==> src/rtl/alu_bist_pkg.sv <==
// Shared types and constants for the ALU built-in self-test controller:
// FSM states, LFSR feedback polynomial, flag bit positions and the LFSR step.
package alu_bist_pkg;

    typedef enum logic [1:0] {
        ST_IDLE = 2'd0,
        ST_RUN  = 2'd1,
        ST_DONE = 2'd2
    } bist_state_t;

    // Galois taps for x^32 + x^22 + x^2 + x + 1 (right-shifting form)
    localparam logic [31:0] LFSR_POLY = 32'h8020_0003;

    localparam int FLAG_ZF = 0;
    localparam int FLAG_BF = 1;
    localparam int FLAG_PF = 2;
    localparam int FLAG_VF = 3;

    function automatic logic [31:0] lfsr_step(input logic [31:0] s);
        return {1'b0, s[31:1]} ^ (s[0] ? LFSR_POLY : 32'd0);
    endfunction

endpackage

==> src/rtl/alu_bist_lfsr.sv <==
// 32-bit Galois LFSR operand source: loads the seed, steps on request and
// exposes the low OUT_W state bits used as operands.
module alu_bist_lfsr
    import alu_bist_pkg::*;
#(
    parameter logic [31:0] SEED  = 32'd1,
    parameter int          OUT_W = 16
) (
    input  logic             clk,
    input  logic             rst,
    input  logic             load,
    input  logic             step,
    output logic [OUT_W-1:0] state
);

    // An all-zero state would lock the LFSR, so a zero seed becomes 1
    localparam logic [31:0] SEED_EFF = (SEED == 32'd0) ? 32'd1 : SEED;

    logic [31:0] lfsr_reg;

    always_ff @(posedge clk or posedge rst) begin
        if (rst) begin
            lfsr_reg <= SEED_EFF;
        end else if (load) begin
            lfsr_reg <= SEED_EFF;
        end else if (step) begin
            lfsr_reg <= lfsr_step(lfsr_reg);
        end
    end

    assign state = lfsr_reg[OUT_W-1:0];

endmodule

==> src/rtl/alu_bist_ctrl.sv <==
// BIST controller driving two ALU implementations with LFSR vectors and tallying
// result/flag agreement. Optional first-fail capture: define BIST_FIRST_FAIL_EN.
module alu_bist_ctrl
    import alu_bist_pkg::*;
#(
    parameter int          M           = 8,
    parameter int          N           = 4,
    parameter int          NUM_VECTORS = 500,
    parameter int          LAT         = 0,
    parameter int          CNT_W       = 16,
    parameter logic [31:0] SEED        = 32'd1
) (
    input  logic             i_clk,
    input  logic             i_rst,
    input  logic             i_start,
    output logic [M-1:0]     o_argA,
    output logic [M-1:0]     o_argB,
    output logic [N-1:0]     o_oper,
    input  logic [M-1:0]     i_result_model,
    input  logic [M-1:0]     i_result_synth,
    input  logic [3:0]       i_flags_model,
    input  logic [3:0]       i_flags_synth,
    output logic             o_busy,
    output logic             o_done,
    output logic             o_pass,
    output logic [CNT_W-1:0] o_err_result_cnt,
    output logic [CNT_W-1:0] o_err_flag_cnt,
    output logic [CNT_W-1:0] o_ok_result_cnt,
    output logic [CNT_W-1:0] o_ok_flag_cnt
`ifdef BIST_FIRST_FAIL_EN
    ,
    output logic             o_ff_valid,
    output logic [CNT_W-1:0] o_ff_index,
    output logic [N-1:0]     o_ff_oper,
    output logic [M-1:0]     o_ff_argA,
    output logic [M-1:0]     o_ff_argB
`endif
);

    localparam int IDX_W  = (NUM_VECTORS > 1) ? $clog2(NUM_VECTORS) : 1;
    localparam int HOLD_W = (LAT > 0) ? $clog2(LAT + 1) : 1;

    bist_state_t       state_reg, state_next;
    logic [HOLD_W-1:0] hold_reg;
    logic [IDX_W-1:0]  idx_reg;
    logic [N-1:0]      oper_reg;
    logic [CNT_W-1:0]  err_result_reg, err_flag_reg, ok_result_reg, ok_flag_reg;
    logic [2*M-1:0]    lfsr_ops;

    logic start_go, cmp_go, last_go;
    logic result_miss, flag_miss;

    function automatic logic [CNT_W-1:0] sat_inc(input logic [CNT_W-1:0] v);
        return (v == {CNT_W{1'b1}}) ? v : v + CNT_W'(1);
    endfunction

    alu_bist_lfsr #(
        .SEED  (SEED),
        .OUT_W (2 * M)
    ) u_lfsr (
        .clk   (i_clk),
        .rst   (i_rst),
        .load  (start_go),
        .step  (cmp_go),
        .state (lfsr_ops)
    );

    // Case-inequality so that X/Z from either ALU is reported as a mismatch
    assign result_miss = (i_result_model !== i_result_synth);
    assign flag_miss   = (i_flags_model[FLAG_ZF] !== i_flags_synth[FLAG_ZF]) ||
                         (i_flags_model[FLAG_BF] !== i_flags_synth[FLAG_BF]) ||
                         (i_flags_model[FLAG_PF] !== i_flags_synth[FLAG_PF]) ||
                         (i_flags_model[FLAG_VF] !== i_flags_synth[FLAG_VF]);

    always_ff @(posedge i_clk or posedge i_rst) begin
        if (i_rst) begin
            state_reg <= ST_IDLE;
        end else begin
            state_reg <= state_next;
        end
    end

    always_comb begin
        state_next = state_reg;
        start_go   = 1'b0;
        cmp_go     = 1'b0;
        last_go    = 1'b0;
        case (state_reg)
            ST_IDLE, ST_DONE: begin
                if (i_start) begin
                    start_go   = 1'b1;
                    state_next = ST_RUN;
                end
            end
            ST_RUN: begin
                if (hold_reg == HOLD_W'(LAT)) begin
                    cmp_go  = 1'b1;
                    last_go = (idx_reg == IDX_W'(NUM_VECTORS - 1));
                end
                if (last_go) begin
                    state_next = ST_DONE;
                end
            end
            default: state_next = ST_IDLE;
        endcase
    end

    always_ff @(posedge i_clk or posedge i_rst) begin
        if (i_rst) begin
            hold_reg       <= '0;
            idx_reg        <= '0;
            oper_reg       <= '0;
            err_result_reg <= '0;
            err_flag_reg   <= '0;
            ok_result_reg  <= '0;
            ok_flag_reg    <= '0;
        end else if (start_go) begin
            hold_reg       <= '0;
            idx_reg        <= '0;
            oper_reg       <= '0;
            err_result_reg <= '0;
            err_flag_reg   <= '0;
            ok_result_reg  <= '0;
            ok_flag_reg    <= '0;
        end else if (cmp_go) begin
            hold_reg <= '0;
            idx_reg  <= idx_reg + IDX_W'(1);
            oper_reg <= oper_reg + N'(1);
            if (result_miss) err_result_reg <= sat_inc(err_result_reg);
            else             ok_result_reg  <= sat_inc(ok_result_reg);
            if (flag_miss)   err_flag_reg   <= sat_inc(err_flag_reg);
            else             ok_flag_reg    <= sat_inc(ok_flag_reg);
        end else if (state_reg == ST_RUN) begin
            hold_reg <= hold_reg + HOLD_W'(1);
        end
    end

    // IDLE is only reachable through reset, where the operands must read zero
    // even though the LFSR already holds the seed.
    assign o_argA = (state_reg == ST_IDLE) ? '0 : lfsr_ops[M-1:0];
    assign o_argB = (state_reg == ST_IDLE) ? '0 : lfsr_ops[2*M-1:M];
    assign o_oper = oper_reg;

    assign o_busy = (state_reg == ST_RUN);
    assign o_done = (state_reg == ST_DONE);
    assign o_pass = (state_reg == ST_DONE) && (err_result_reg == '0) && (err_flag_reg == '0);

    assign o_err_result_cnt = err_result_reg;
    assign o_err_flag_cnt   = err_flag_reg;
    assign o_ok_result_cnt  = ok_result_reg;
    assign o_ok_flag_cnt    = ok_flag_reg;

`ifdef BIST_FIRST_FAIL_EN
    logic             ff_valid_reg;
    logic [CNT_W-1:0] ff_index_reg;
    logic [N-1:0]     ff_oper_reg;
    logic [M-1:0]     ff_arg_a_reg, ff_arg_b_reg;

    always_ff @(posedge i_clk or posedge i_rst) begin
        if (i_rst) begin
            ff_valid_reg <= 1'b0;
            ff_index_reg <= '0;
            ff_oper_reg  <= '0;
            ff_arg_a_reg <= '0;
            ff_arg_b_reg <= '0;
        end else if (start_go) begin
            ff_valid_reg <= 1'b0;
            ff_index_reg <= '0;
            ff_oper_reg  <= '0;
            ff_arg_a_reg <= '0;
            ff_arg_b_reg <= '0;
        end else if (cmp_go && (result_miss || flag_miss) && !ff_valid_reg) begin
            ff_valid_reg <= 1'b1;
            ff_index_reg <= CNT_W'(idx_reg);
            ff_oper_reg  <= oper_reg;
            ff_arg_a_reg <= o_argA;
            ff_arg_b_reg <= o_argB;
        end
    end

    assign o_ff_valid = ff_valid_reg;
    assign o_ff_index = ff_index_reg;
    assign o_ff_oper  = ff_oper_reg;
    assign o_ff_argA  = ff_arg_a_reg;
    assign o_ff_argB  = ff_arg_b_reg;
`endif

endmodule

==> config.mk <==
export PLATFORM = sky130hd
export DESIGN_NAME = alu_bist_ctrl
export DESIGN_NICKNAME = d
export VERILOG_FILES = /design/src/rtl/alu_bist_pkg.sv /design/src/rtl/alu_bist_lfsr.sv /design/src/rtl/alu_bist_ctrl.sv
export SDC_FILE = /design/constraint.sdc
export NUM_CORES = 1
export LEC_CHECK = 0
export ABC_AREA = 1
export CELL_PAD_IN_SITES_DETAIL_PLACEMENT = 1
export CELL_PAD_IN_SITES_GLOBAL_PLACEMENT = 1
export CORE_MARGIN = 8
export CORE_UTILIZATION = 42
export CTS_CLUSTER_DIAMETER = 50
export DETAILED_ROUTE_END_ITERATION = 6
export PLACE_DENSITY = 0.84
export SYNTH_ARGS = -nofsm -noshare
export SYNTH_HDL_FRONTEND = slang
export SYNTH_SLANG_ARGS = --single-unit
export TNS_END_PERCENT = 100
==> constraint.sdc <==
create_clock -name i_clk -period 7.05 [get_ports i_clk]
set_clock_uncertainty 0.15 [all_clocks]
set_input_delay 0.705 -clock i_clk [delete_from_list [all_inputs] [get_ports i_clk]]
set_output_delay 0.705 -clock i_clk [all_outputs]
set_load 0.1 [all_outputs]
[After elaboration in Yosys (flattened, before gate mapping)]
Cells that the tools add are included.
Operators by class
  shift operators: 0
  equal/unequal tests: 20
  reductions and logical operators: 18
  multiply operators: 0
  $lt $le $gt $ge: 0
  bitwise logic cells: 1
  muxes and demuxes: 37
  divide/modulo/power cells: 0
  add/subtract/negate cells: 7
Operators with widths (count)
  $mux 16: 16
  $mux 32: 3
  $add 16x1->16 const B: 4
  $eq 16x16->1 const B: 4
  $logic_not 16->1: 2
  $xor 31x32->32: 1
  $mux 9: 2
  $mux 8: 2
  $ne 2x2->1 const B: 7
  $reduce_and 3->1: 4
  $add 9x1->9 const B: 1
  $eq 9x9->1 const B: 1
  $mux 1: 9
  $mux 4: 2
  $nex 8x8->1: 1
  $reduce_bool 2->1: 3
  $add 4x1->4 const B: 1
  $mux 2: 2
  $nex 1x1->1: 4
  $pmux 2 s2: 1
  $logic_or 1x1->1: 3
  $reduce_bool 3->1: 1
  $eq 2x1->1 const B: 1
  $eq 2x2->1 const B: 1
  other kinds (6): 7
Word-level totals
  output and inout port bits: 87
  word-level logic and storage cells: 92
  ROM bits: 0
  memories kept: 0
  RAM bits: 0
  latch bits: 0
  register bits after elaboration: 112
  input port bits: 27

[Logic depth before layout (Yosys ltp)]
Gate-level depths: netlist (run 1).
  depth in word-level cells: 7
  depth in mapped cells: 11
  gate-level depth less buffers: 11

[Cells and area by module]
From an unflattened synthesis (run 1), not the netlist that was laid out.
Unflattened totals
  cells, all modules: 971
  area, all modules: 6891.6 µm²
By module, submodules not included
  alu_bist_ctrl: instances 1, area an instance 5504.0 µm², cells each 813
  alu_bist_lfsr: instances 1, area an instance 1387.6 µm², cells each 158

[Least setup slack after synthesis (run 1)]
No wires, ideal clock.
  kind: register to output
  start point: register err_flag_reg[7] (netlist: o_err_flag_cnt[7])
  end point: output port o_pass
  path buffers: 1
  arrival time: 2.662 ns
  path slack: 3.533 ns
  required time: 6.195 ns
  cell stages (with the launch flop): 5
  cells stage by stage: dfrtp_1 buf_2 nor4_1 nand4_1 nor2_1
On the way
  longest elaborated chain between the ends: 2
Ends and longest elaborated chain
  start: declaration: line alu_bist_ctrl.sv:47  | logic [CNT_W-1:0] err_result_reg, err_flag_reg, ok_result_reg, ok_flag_reg;
  start signal: assignment: line alu_bist_ctrl.sv:131  | if (flag_miss) err_flag_reg <= sat_inc(err_flag_reg);
  $logic_not 16->1: line alu_bist_ctrl.sv:146  | assign o_pass = (state_reg == ST_DONE) && (err_result_reg == '0) && (err_flag_reg == '0);
  $logic_and 1x1->1: line alu_bist_ctrl.sv:146
  end: declaration: line alu_bist_ctrl.sv:25  | output logic o_pass,
Every way passes these cells.

[Final worst setup path (run 1)]
  start point: register state_reg[0]
  end point: output port o_pass
On the way
  longest elaborated chain between the ends: 3
Ends and longest elaborated chain
  start: declaration: line alu_bist_ctrl.sv:43  | bist_state_t state_reg, state_next;
  start signal: assignment: line alu_bist_ctrl.sv:79  | state_reg <= state_next;
  $eq 2x2->1: line alu_bist_ctrl.sv:146
  $logic_and 1x1->1 (2 in a row): line alu_bist_ctrl.sv:146
Every way passes these cells.

==> impl_metrics.csv, run 1 <==
group,metric,value,unit
outcome,status,"finished clean",
global_routing,grt_overflow_total,0,
synth,synth-main-ff-cell,"dfrtp_1",
timing,rsz0062_at_grt,"no",
run,max_cap_violations,0,
synth,yosysUniqueCellTypes,40,
clock_network,cts_root_buffer,"clkbuf_16",
synth,seq_area_frac_synth,43.1,%
setup_path,rr_startpoint,"state_reg[0]",
detailed_routing,vias,6126,
floorplanning,fp.dieArea,19700,sq um
timing,period_needed,3.58,ns
power,power_density,434,nW/um^2
floorplanning,fp.dieW,141,microns
floorplanning,start_util,42.8,%
detailed_routing,drt_iter0_markers,249,
cells_and_area,final_nets,1028,
floorplanning,io_pins,114,
setup_path,r2r_cells,8,
clock_network,clock_sinks,112,
synth,synthTopCellsByArea,"dfrtp_1 43%, nand2_1 15%, inv_1 6.3%",
timing,hold_viol,0,
synth,netlist_area,6510,sq um
detailed_routing,routedWlPerCell,15.2,microns
setup_path,critical_path_class,"reg -> out",
timing,finalCritPeriodShare,50.8,%
timing,worstMarginPinSlew,1.01,ns
synth,async_flop_share,100,%
setup_path,r2r_slack,3.97,ns
cells_and_area,syn_to_final_growth,24.1,%
setup_path,cp_slowest_stage_delay,1.16,ns
floorplanning,die_y,141,microns
setup_path,cp-endpoint,"o_pass",
clock_network,cts_buffers,9,
global_routing,grt_pass1_vias,6276,
setup_path,critPathRequiredTime,6.19,ns
timing,setup_violations,0,
synth,synth_top_area_cell,"dfrtp_1",
synth,synth_cells,892,
clock_network,cts_tree,"built",
synth,yosys-top-cells-count,"261 x nand2_1, 111 x dfrtp_1, 110 x inv_1, 105 x nor2_1, 78 x nand3_1",
placement,globalplace.congestion,0.817,
cells_and_area,register_area,2800,sq um
floorplanning,std_cell_rows,45,
cells_and_area,antenna_cells,0,
global_routing,antenna_found_initial,0,
setup_path,crit_path_cell_trace,"inv_1 -> nand2_1 -> nor3_1 -> nand4_1 -> nor2_1 -> clkdlybuf4s50_1",
timing,slew_headroom,32.6,%
detailed_routing,firstDrtPassIters,6,
synth,synth_top_area_share,42.7,%
global_routing,grt_pass1_wl,30600,microns
detailed_routing,drc,0,
setup_path,reg2reg_to,"o_ok_flag_cnt[5]",
cells_and_area,final_layout_size_suffix_gt1_share,4.91,%
clock_network,hold_buffers,0,
setup_path,worst_path_max_delay_cell,"clkdlybuf4s50_1",
placement,dp_hpwl,12900,microns
timing,fmax,0.279,GHz
setup_path,start_kind,"flip-flop",
placement,place_inst,1170,
clock_network,post_cts_buffers,0,
synth,syn_avg_cell_area,7.30,sq um
synth,synth_edf_count,0,
setup_path,arrival,2.73,ns
setup_path,crit_start,"state_reg[0]",
detailed_routing,antenna_left,0,
power,leakage,3.86,nW
floorplanning,coreArea,15200,sq um
synth,synth_most_common_cell,"nand2_1",
synth,yosysWarnings,0,
setup_path,cp-end-kind,"output port",
clock_network,htree_levels,3,
clock_network,clk_pin_slew,0.09,ns
global_routing,grt_max_degree,70,
clock_network,clock_path_buffers,2,
cells_and_area,fillCellCount,1911,
timing,tns,0,ns
global_routing,track_usage,18.6,%
timing,drv_slew,0,
clock_network,post_cts_resized,0,
synth,ys_ff_latch,112,
setup_path,cp_max_fo,4,
cells_and_area,largest_reg_flops,32,
cells_and_area,final_cells,1186,
clock_network,insertion_delay,0.36,ns
placement,io_buffers,113,
power,ir_drop,0.307,mV
synth,synth.net_count,927,
min_path,holdCritPathClass,"reg -> reg",
detailed_routing,finalWirelength,18000,microns
cells_and_area,multiInputGateArea,3140,sq um
detailed_routing,viasPerCell,5.17,
## power breakdown
| part | internal, W | total [W] | switching, W |
|---|---|---|---|
| logic | 0.000482 | 0.00192 | 0.00143 |
| clock network | 0.000257 | 0.000534 | 0.000277 |
| registers | 0.000848 | 0.00106 | 0.000207 |
## critical path: cells and delay by family, from the launching register on
kind / cells / cell delay (ns)
flip-flops: 1 / 0.43
AND/OR/NAND/NOR: 4 / 0.71
buffers and inverters: 2 / 1.23
## cells in the final DEF, fill, tap and decap left out, drive strengths merged
| cell | n |
|---|---|
| xnor2 | 16 |
| clkbuf | 9 |
| a22o | 2 |
| a31oi | 1 |
| nor2 | 113 |
| ha | 8 |
| nor3b | 1 |
| o211ai | 1 |
| xor2 | 23 |
| nand4 | 15 |
| nand3b | 2 |
| o21bai | 4 |
| clkdlybuf4s50 | 113 |
| dfstp | 1 |
| buf | 3 |
| o31ai | 1 |
| nor4 | 5 |
| inv | 116 |
| clkinv | 5 |
| o21ai | 29 |
| nand3 | 83 |
| dfrtp | 111 |
| o32ai | 1 |
| nor3 | 22 |
| a21oi | 10 |
| nand2 | 265 |
| or2 | 5 |
| and3 | 2 |
| o22ai | 30 |
| and2 | 1 |
## worst min-delay path by stage
| stage | startpoint | endpoint | slack [ns] | cells after the start |
|---|---|---|---|---|
| 2_1_floorplan | u_lfsr.lfsr_reg[22] | u_lfsr.lfsr_reg[22] | 0.32 | 2 |
| 5_1_grt | u_lfsr.lfsr_reg[24] | u_lfsr.lfsr_reg[24] | 0.40 | 2 |
| 6_report | u_lfsr.lfsr_reg[23] | u_lfsr.lfsr_reg[23] | 0.38 | 2 |
| 3_3_place_gp | u_lfsr.lfsr_reg[18] | u_lfsr.lfsr_reg[18] | 0.35 | 2 |
| 4_1_cts | u_lfsr.lfsr_reg[23] | u_lfsr.lfsr_reg[23] | 0.38 | 2 |
| 3_5_place_dp | u_lfsr.lfsr_reg[23] | u_lfsr.lfsr_reg[23] | 0.36 | 2 |
## layer usage
metal | part of all wire [%] | GRT usage, % | wire [microns] | vias up
li1 | - | - | - | 3047
met1 | 48 | 24.0 | 8650 | 2965
met3 | 3.3 | 2.75 | 595 | 16
met5 | 0 | 0 | 0 | -
met4 | 1.2 | 5.83 | 224 | 0
met2 | 47 | 31.6 | 8520 | 98
## through the flow
step | total power, W | cell area [sq um] | utilization [%] | hold WS [ns] | worst slack [ns]
6_report | 0.00351 | 8080 | 53.2 | 0.379 | 3.47
5_1_grt | 0.00369 | 8080 | 53.2 | 0.399 | 3.28
4_1_cts | 0.00354 | 8080 | 53.2 | 0.384 | 3.43
3_5_place_dp | 0.00299 | 7760 | 51.1 | 0.363 | 3.45
3_3_place_gp | 0.00296 | 7760 | 51.1 | 0.350 | 3.54
2_1_floorplan | 0.00252 | 6510 | - | 0.323 | 3.24
## cell type report
type | instances | share of cell area, %
clock buffer | 9 | 2.79
clock inverter | 7 | 1.16
inverter | 114 | 5.33
multi-input combinational | 640 | 38.8
sequential | 112 | 34.7
tap | 188 | 2.91
timing repair buffer | 116 | 14.3
## cell families (layout without fill, tap and decap cells)
logic type | after synthesis | after routing | synth area share, %
adder cells (fa/ha/maj) | 8 | 8 | 1.54
XOR/XNOR | 39 | 39 | 5.24
buffers and inverters | 140 | 246 | 8.74
AND/OR/NAND/NOR | 514 | 514 | 34.4
flip-flops | 112 | 112 | 43.1
AO/OA/AOI/OAI | 79 | 79 | 7.07
Note: power is estimated with default switching activity, not from simulation.
==> inputs of run 2 (changes only) <==
--- a/config.mk
+++ b/config.mk
@@ -9,10 +9,10 @@
 export CELL_PAD_IN_SITES_DETAIL_PLACEMENT = 1
 export CELL_PAD_IN_SITES_GLOBAL_PLACEMENT = 1
 export CORE_MARGIN = 8
-export CORE_UTILIZATION = 42
+export CORE_UTILIZATION = 39
 export CTS_CLUSTER_DIAMETER = 50
 export DETAILED_ROUTE_END_ITERATION = 6
-export PLACE_DENSITY = 0.84
+export PLACE_DENSITY = 0.78
 export SYNTH_ARGS = -nofsm -noshare
 export SYNTH_HDL_FRONTEND = slang
 export SYNTH_SLANG_ARGS = --single-unit
==> constraint.sdc (replaced) <==
create_clock -name i_clk -period 3.72 [get_ports i_clk]
set_clock_uncertainty 0.15 [all_clocks]
set_input_delay 0.372 -clock i_clk [delete_from_list [all_inputs] [get_ports i_clk]]
set_output_delay 0.372 -clock i_clk [all_outputs]
set_load 0.1 [all_outputs]
==> impl_metrics.csv, run 2 (synthesis gave the netlist of run 1 again) <==
group,metric,value,unit
outcome,status,"finished clean",
timing,hold_viol,0,
timing,drv_slew,0,
clock_network,post_cts_resized,0,
global_routing,grt_overflow_total,0,
detailed_routing,viasPerCell,5.03,
detailed_routing,met1Wirelength,8940,microns
clock_network,cts_root_buffer,"clkbuf_16",
setup_path,cp-end-kind,"output port",
min_path,holdCritPathClass,"in -> async",
floorplanning,std_cell_rows,47,
cells_and_area,final_area,8120,sq um
timing,rsz0062_at_grt,"no",
clock_network,cts_tree,"built",
timing,tns,0,ns
clock_network,insertion_delay,0.37,ns
setup_path,r2r_slack,1.11,ns
setup_path,worst_path_max_delay_cell,"clkdlybuf4s50_1",
global_routing,grt_max_degree,59,
run,max_cap_violations,0,
cells_and_area,antenna_cells,0,
detailed_routing,dr_wl_met3,645,microns
detailed_routing,drc,0,
cells_and_area,final_cell_mix,"261 x nand2_1, 111 x dfrtp_1, 109 x inv_1",
cells_and_area,utilization,49.3,%
cells_and_area,final_layout_size_suffix_gt1_share,6.99,%
clock_network,cts_buffers,9,
detailed_routing,highest_layer,"met4",
clock_network,htree_levels,3,
setup_path,critical_path_class,"reg -> out",
floorplanning,io_pins,114,
setup_path,arrival,2.23,ns
placement,globalplace.congestion,0.791,
timing,setup_violations,0,
clock_network,clock_sinks,112,
timing,worstMarginPinSlew,1.04,ns
floorplanning,fp.dieArea,21100,sq um
cells_and_area,syn_to_final_growth,24.7,%
power,ir_drop,0.661,mV
cells_and_area,largest_reg_flops,32,
placement,dp_hpwl,13500,microns
setup_path,cp_slowest_stage_delay,1.19,ns
cells_and_area,final_common_cell,"nand2_1",
clock_network,post_cts_buffers,0,
global_routing,track_usage,18.0,%
placement,io_buffers,113,
timing,fmax,0.364,GHz
setup_path,rr_startpoint,"state_reg[0]",
global_routing,grt_pass1_wl,32100,microns
power,p_total,0.00666,W
floorplanning,coreArea,16500,sq um
detailed_routing,vias,6145,
setup_path,cp_max_fo,4,
detailed_routing,firstDrtPassIters,4,
setup_path,r2r_cells,9,
timing,slew_headroom,30.6,%
detailed_routing,antenna_left,0,
detailed_routing,drt_iter0_markers,284,
detailed_routing,finalWirelength,18700,microns
timing,finalCritPeriodShare,73.9,%
detailed_routing,routedWlPerCell,15.3,microns
setup_path,crit_path_cell_trace,"nand2_1 -> inv_1 -> clkdlybuf4s50_1",
timing,period_needed,2.75,ns
setup_path,reg2reg_to,"o_ok_flag_cnt[8]",
clock_network,clock_path_buffers,2,
clock_network,clk_pin_slew,0.09,ns
placement,placed_area,7800,sq um
clock_network,hold_buffers,0,
floorplanning,fp.dieW,145,microns
setup_path,start_kind,"flip-flop",
floorplanning,die_y,145,microns
global_routing,antenna_found_initial,0,
timing,hold_ws,0.343,ns
cells_and_area,final_nets,1032,
power,leakage,3.91,nW
detailed_routing,wl_met2,8860,microns
floorplanning,start_util,39.6,%
power,power_density,820,nW/um^2
setup_path,critPathRequiredTime,3.20,ns
global_routing,grt_pass1_vias,6433,
run 2: cell count changes in the layout (fill, tap and decap cells not counted):
cell	change
clkinv_8	-1
clkdlybuf4s50_1	-17
inv_6	+1
buf_12	+1
buf_4	+20
clkinv_4	-1
inv_12	+1
run 2: through the flow:
stage / instances / worst slack (ns)
after floorplan: 892 / 0.241
after global placement: 1206 / 1.13
after detailed placement: 1206 / 1.06
after CTS: 1222 / 0.951
after global routing: 1222 / 0.842
final: 1222 / 0.971
run 2: layout make-up:
cell class,count,area [sq um]
timing repair buffer,120,1150
sequential,112,2800
inverter,114,430
fill,2078,8340
tap,220,275
clock inverter,7,93.8
clock buffer,9,225
multi-input combinational,640,3140
run 2: worst max-delay path: cells and delay by family (launching register included):
kind | cells | cell delay (ns)
flops | 1 | 0.43
buf+inv | 2 | 1.30
simple gates | 1 | 0.13
run 2: worst max-delay path by stage:
stage                            end  slack [ns]         start  cells past startpoint
floorplan                   hold_reg        0.24         i_rst                      1
global placement    o_ok_flag_cnt[7]        1.13       i_start                      9
detailed placement  o_ok_flag_cnt[6]        1.06       i_start                      9
CTS                           o_busy        0.95  state_reg[1]                      4
global route                  o_busy        0.84  state_reg[1]                      4
finish                        o_busy        0.97  state_reg[0]                      3
run 2: where the power goes:
group          internal (W)  total (W)  switching [W]  leakage [nW]
sequential          0.00161    0.00201       0.000399          1.46
combinational      0.000895    0.00363        0.00273          2.30
clock              0.000492    0.00103       0.000540         0.154
run 2: metal layers:
metal	global-route usage, %	vias up
li1	-	3060
met1	23.5	2975
met2	30.1	96
met3	3.33	14
met4	4.84	0
met5	0	-
==> inputs of run 3 (changes only) <==
--- a/config.mk
+++ b/config.mk
@@ -9,10 +9,10 @@
 export CELL_PAD_IN_SITES_DETAIL_PLACEMENT = 1
 export CELL_PAD_IN_SITES_GLOBAL_PLACEMENT = 1
 export CORE_MARGIN = 8
-export CORE_UTILIZATION = 39
+export CORE_UTILIZATION = 35
 export CTS_CLUSTER_DIAMETER = 50
 export DETAILED_ROUTE_END_ITERATION = 6
-export PLACE_DENSITY = 0.78
+export PLACE_DENSITY = 0.74
 export SYNTH_ARGS = -nofsm -noshare
 export SYNTH_HDL_FRONTEND = slang
 export SYNTH_SLANG_ARGS = --single-unit
==> constraint.sdc (replaced) <==
create_clock -name i_clk -period 2.31 [get_ports i_clk]
set_clock_uncertainty 0.15 [all_clocks]
set_input_delay 0.231 -clock i_clk [delete_from_list [all_inputs] [get_ports i_clk]]
set_output_delay 0.231 -clock i_clk [all_outputs]
set_load 0.1 [all_outputs]
==> impl_metrics.csv, run 3 (synthesis gave the netlist of run 1 again) <==
group,metric,value,unit
global_routing,grt_overflow_total,0,
timing,period_needed,2.19,ns
timing,rsz0062_at_grt,"no",
placement,globalplace.congestion,0.787,
clock_network,cts_root_buffer,"clkbuf_16",
global_routing,track_usage,16.4,%
setup_path,critPathRequiredTime,1.93,ns
detailed_routing,vias,6186,
cells_and_area,final_cell_mix,"261 x nand2_1, 109 x inv_1, 103 x nor2_1",
detailed_routing,routedWlPerCell,15.0,microns
setup_path,cp-end-kind,"output port",
global_routing,grt_pass1_vias,6340,
setup_path,r2r_cells,10,
timing,fmax,0.457,GHz
power,power_density,1330,nW/um^2
outcome,status,"finished clean",
clock_network,cts_buffers,9,
clock_network,post_cts_buffers,0,
timing,drv_slew,0,
setup_path,worst_path_max_delay_cell,"dfrtp_1",
clock_network,clk_pin_slew,0.08,ns
min_path,holdCritPathClass,"in -> async",
timing,tns,0,ns
setup_path,cp_slowest_stage_delay,0.47,ns
power,leakage,4.17,nW
placement,dp_hpwl,13800,microns
run,max_cap_violations,0,
timing,slew_headroom,64.8,%
cells_and_area,final_cells,1251,
global_routing,grt_max_degree,90,
setup_path,arrival,1.81,ns
cells_and_area,syn_to_final_growth,28.2,%
detailed_routing,antenna_left,0,
detailed_routing,firstDrtPassIters,4,
clock_network,hold_buffers,0,
floorplanning,io_pins,114,
detailed_routing,drt_iter0_markers,260,
placement,place_inst,1235,
placement,io_buffers,113,
timing,hold_ws,0.163,ns
cells_and_area,utilization,45.2,%
setup_path,r2r_slack,0.28,ns
cells_and_area,final_layout_size_suffix_gt1_share,16.5,%
global_routing,antenna_found_initial,0,
timing,finalCritPeriodShare,94.7,%
power,ir_drop,0.885,mV
setup_path,critical_path_class,"reg -> out",
clock_network,cts_tree,"built",
cells_and_area,final_common_cell,"nand2_1",
setup_path,cp_max_fo,6,
timing,setup_violations,0,
setup_path,crit_path_cell_trace,"nor4_1 -> nand4_1 -> nor2_4 -> buf_12",
timing,worstMarginPinSlew,0.528,ns
setup_path,start_kind,"flip-flop",
clock_network,post_cts_resized,0,
floorplanning,coreArea,18500,sq um
clock_network,clock_sinks,112,
setup_path,critPathTopFamily,"simple AND/OR/NAND/NOR gates",
clock_network,insertion_delay,0.36,ns
floorplanning,die_y,152,microns
detailed_routing,viasPerCell,4.94,
detailed_routing,finalWirelength,18800,microns
floorplanning,std_cell_rows,50,
cells_and_area,largest_reg_flops,32,
detailed_routing,drc,0,
global_routing,grt_pass1_wl,31900,microns
setup_path,rr_startpoint,"o_err_result_cnt[0]",
floorplanning,start_util,35.3,%
cells_and_area,final_nets,1047,
clock_network,clock_path_buffers,2,
setup_path,reg2reg_to,"o_err_result_cnt[2]",
clock_network,htree_levels,3,
floorplanning,fp.dieArea,23200,sq um
cells_and_area,antenna_cells,0,
setup_path,worst-path-buf-inv,1,
timing,hold_viol,0,
floorplanning,fp.dieW,152,microns
-- run 3: cell count changes in the layout (fill, tap and decap cells not counted), sizes merged --
cell / change
buf: +85
clkdlybuf4s50: -70
inv: -2
bufinv: +1
clkinvlp: +1
-- run 3: worst max-delay path by stage --
stage / slack [ns] / depth (start not counted) / end / from
after floorplan: -0.02 / 3 / o_argA[4] / state_reg[0]
after global placement: 0.09 / 11 / o_err_result_cnt[2] / i_result_model[5]
after detailed placement: 0.05 / 11 / o_err_result_cnt[2] / i_result_synth[1]
after CTS: 0.03 / 4 / o_pass / o_err_flag_cnt[10]
after global routing: 0.01 / 7 / o_pass / o_err_flag_cnt[0]
final: 0.12 / 4 / o_pass / o_err_flag_cnt[14]
-- run 3: cell type report --
class / instances / area (sq um)
Timing Repair Buffer: 135 / 1330
Tap cell: 234 / 293
Sequential cell: 112 / 2820
Clock buffer: 9 / 225
Fill cell: 2312 / 10100
Inverter: 114 / 432
Multi-Input combinational cell: 640 / 3160
Clock inverter: 7 / 100
-- run 3: power breakdown --
part / switching [W] / leakage (nW) / internal, W
clock: 0.000825 / 0.158 / 0.000879
combinational: 0.00451 / 2.56 / 0.00169
sequential: 0.000626 / 1.45 / 0.00260
total: 0.00596 / 4.17 / 0.00517
-- run 3: through the flow --
step                      setup slack, ns  power, W  instance area (sq um)
after floorplan                   -0.0157   0.00770                   6540
after global placement             0.0860   0.00937                   8020
after detailed placement           0.0533   0.00948                   8020
after CTS                          0.0266    0.0112                   8340
after global routing               0.0112    0.0117                   8350
final                               0.122    0.0111                   8350
-- run 3: per-layer routing --
metal / GRT usage (%) / vias up / share of wire [%]
met1: 21.3 / 3001 / 48
met3: 2.75 / 14 / 3.0
li1: - / 3081 / -
met5: 0 / - / 0
met2: 27.4 / 90 / 48
met4: 4.52 / 0 / 1.1
-- run 3: worst reg2reg max path: cells and delay by family (launching register included) --
kind,cells,cell delay [ns]
simple gates,9,1.15
fa+ha+maj,1,0.24
flops,1,0.44
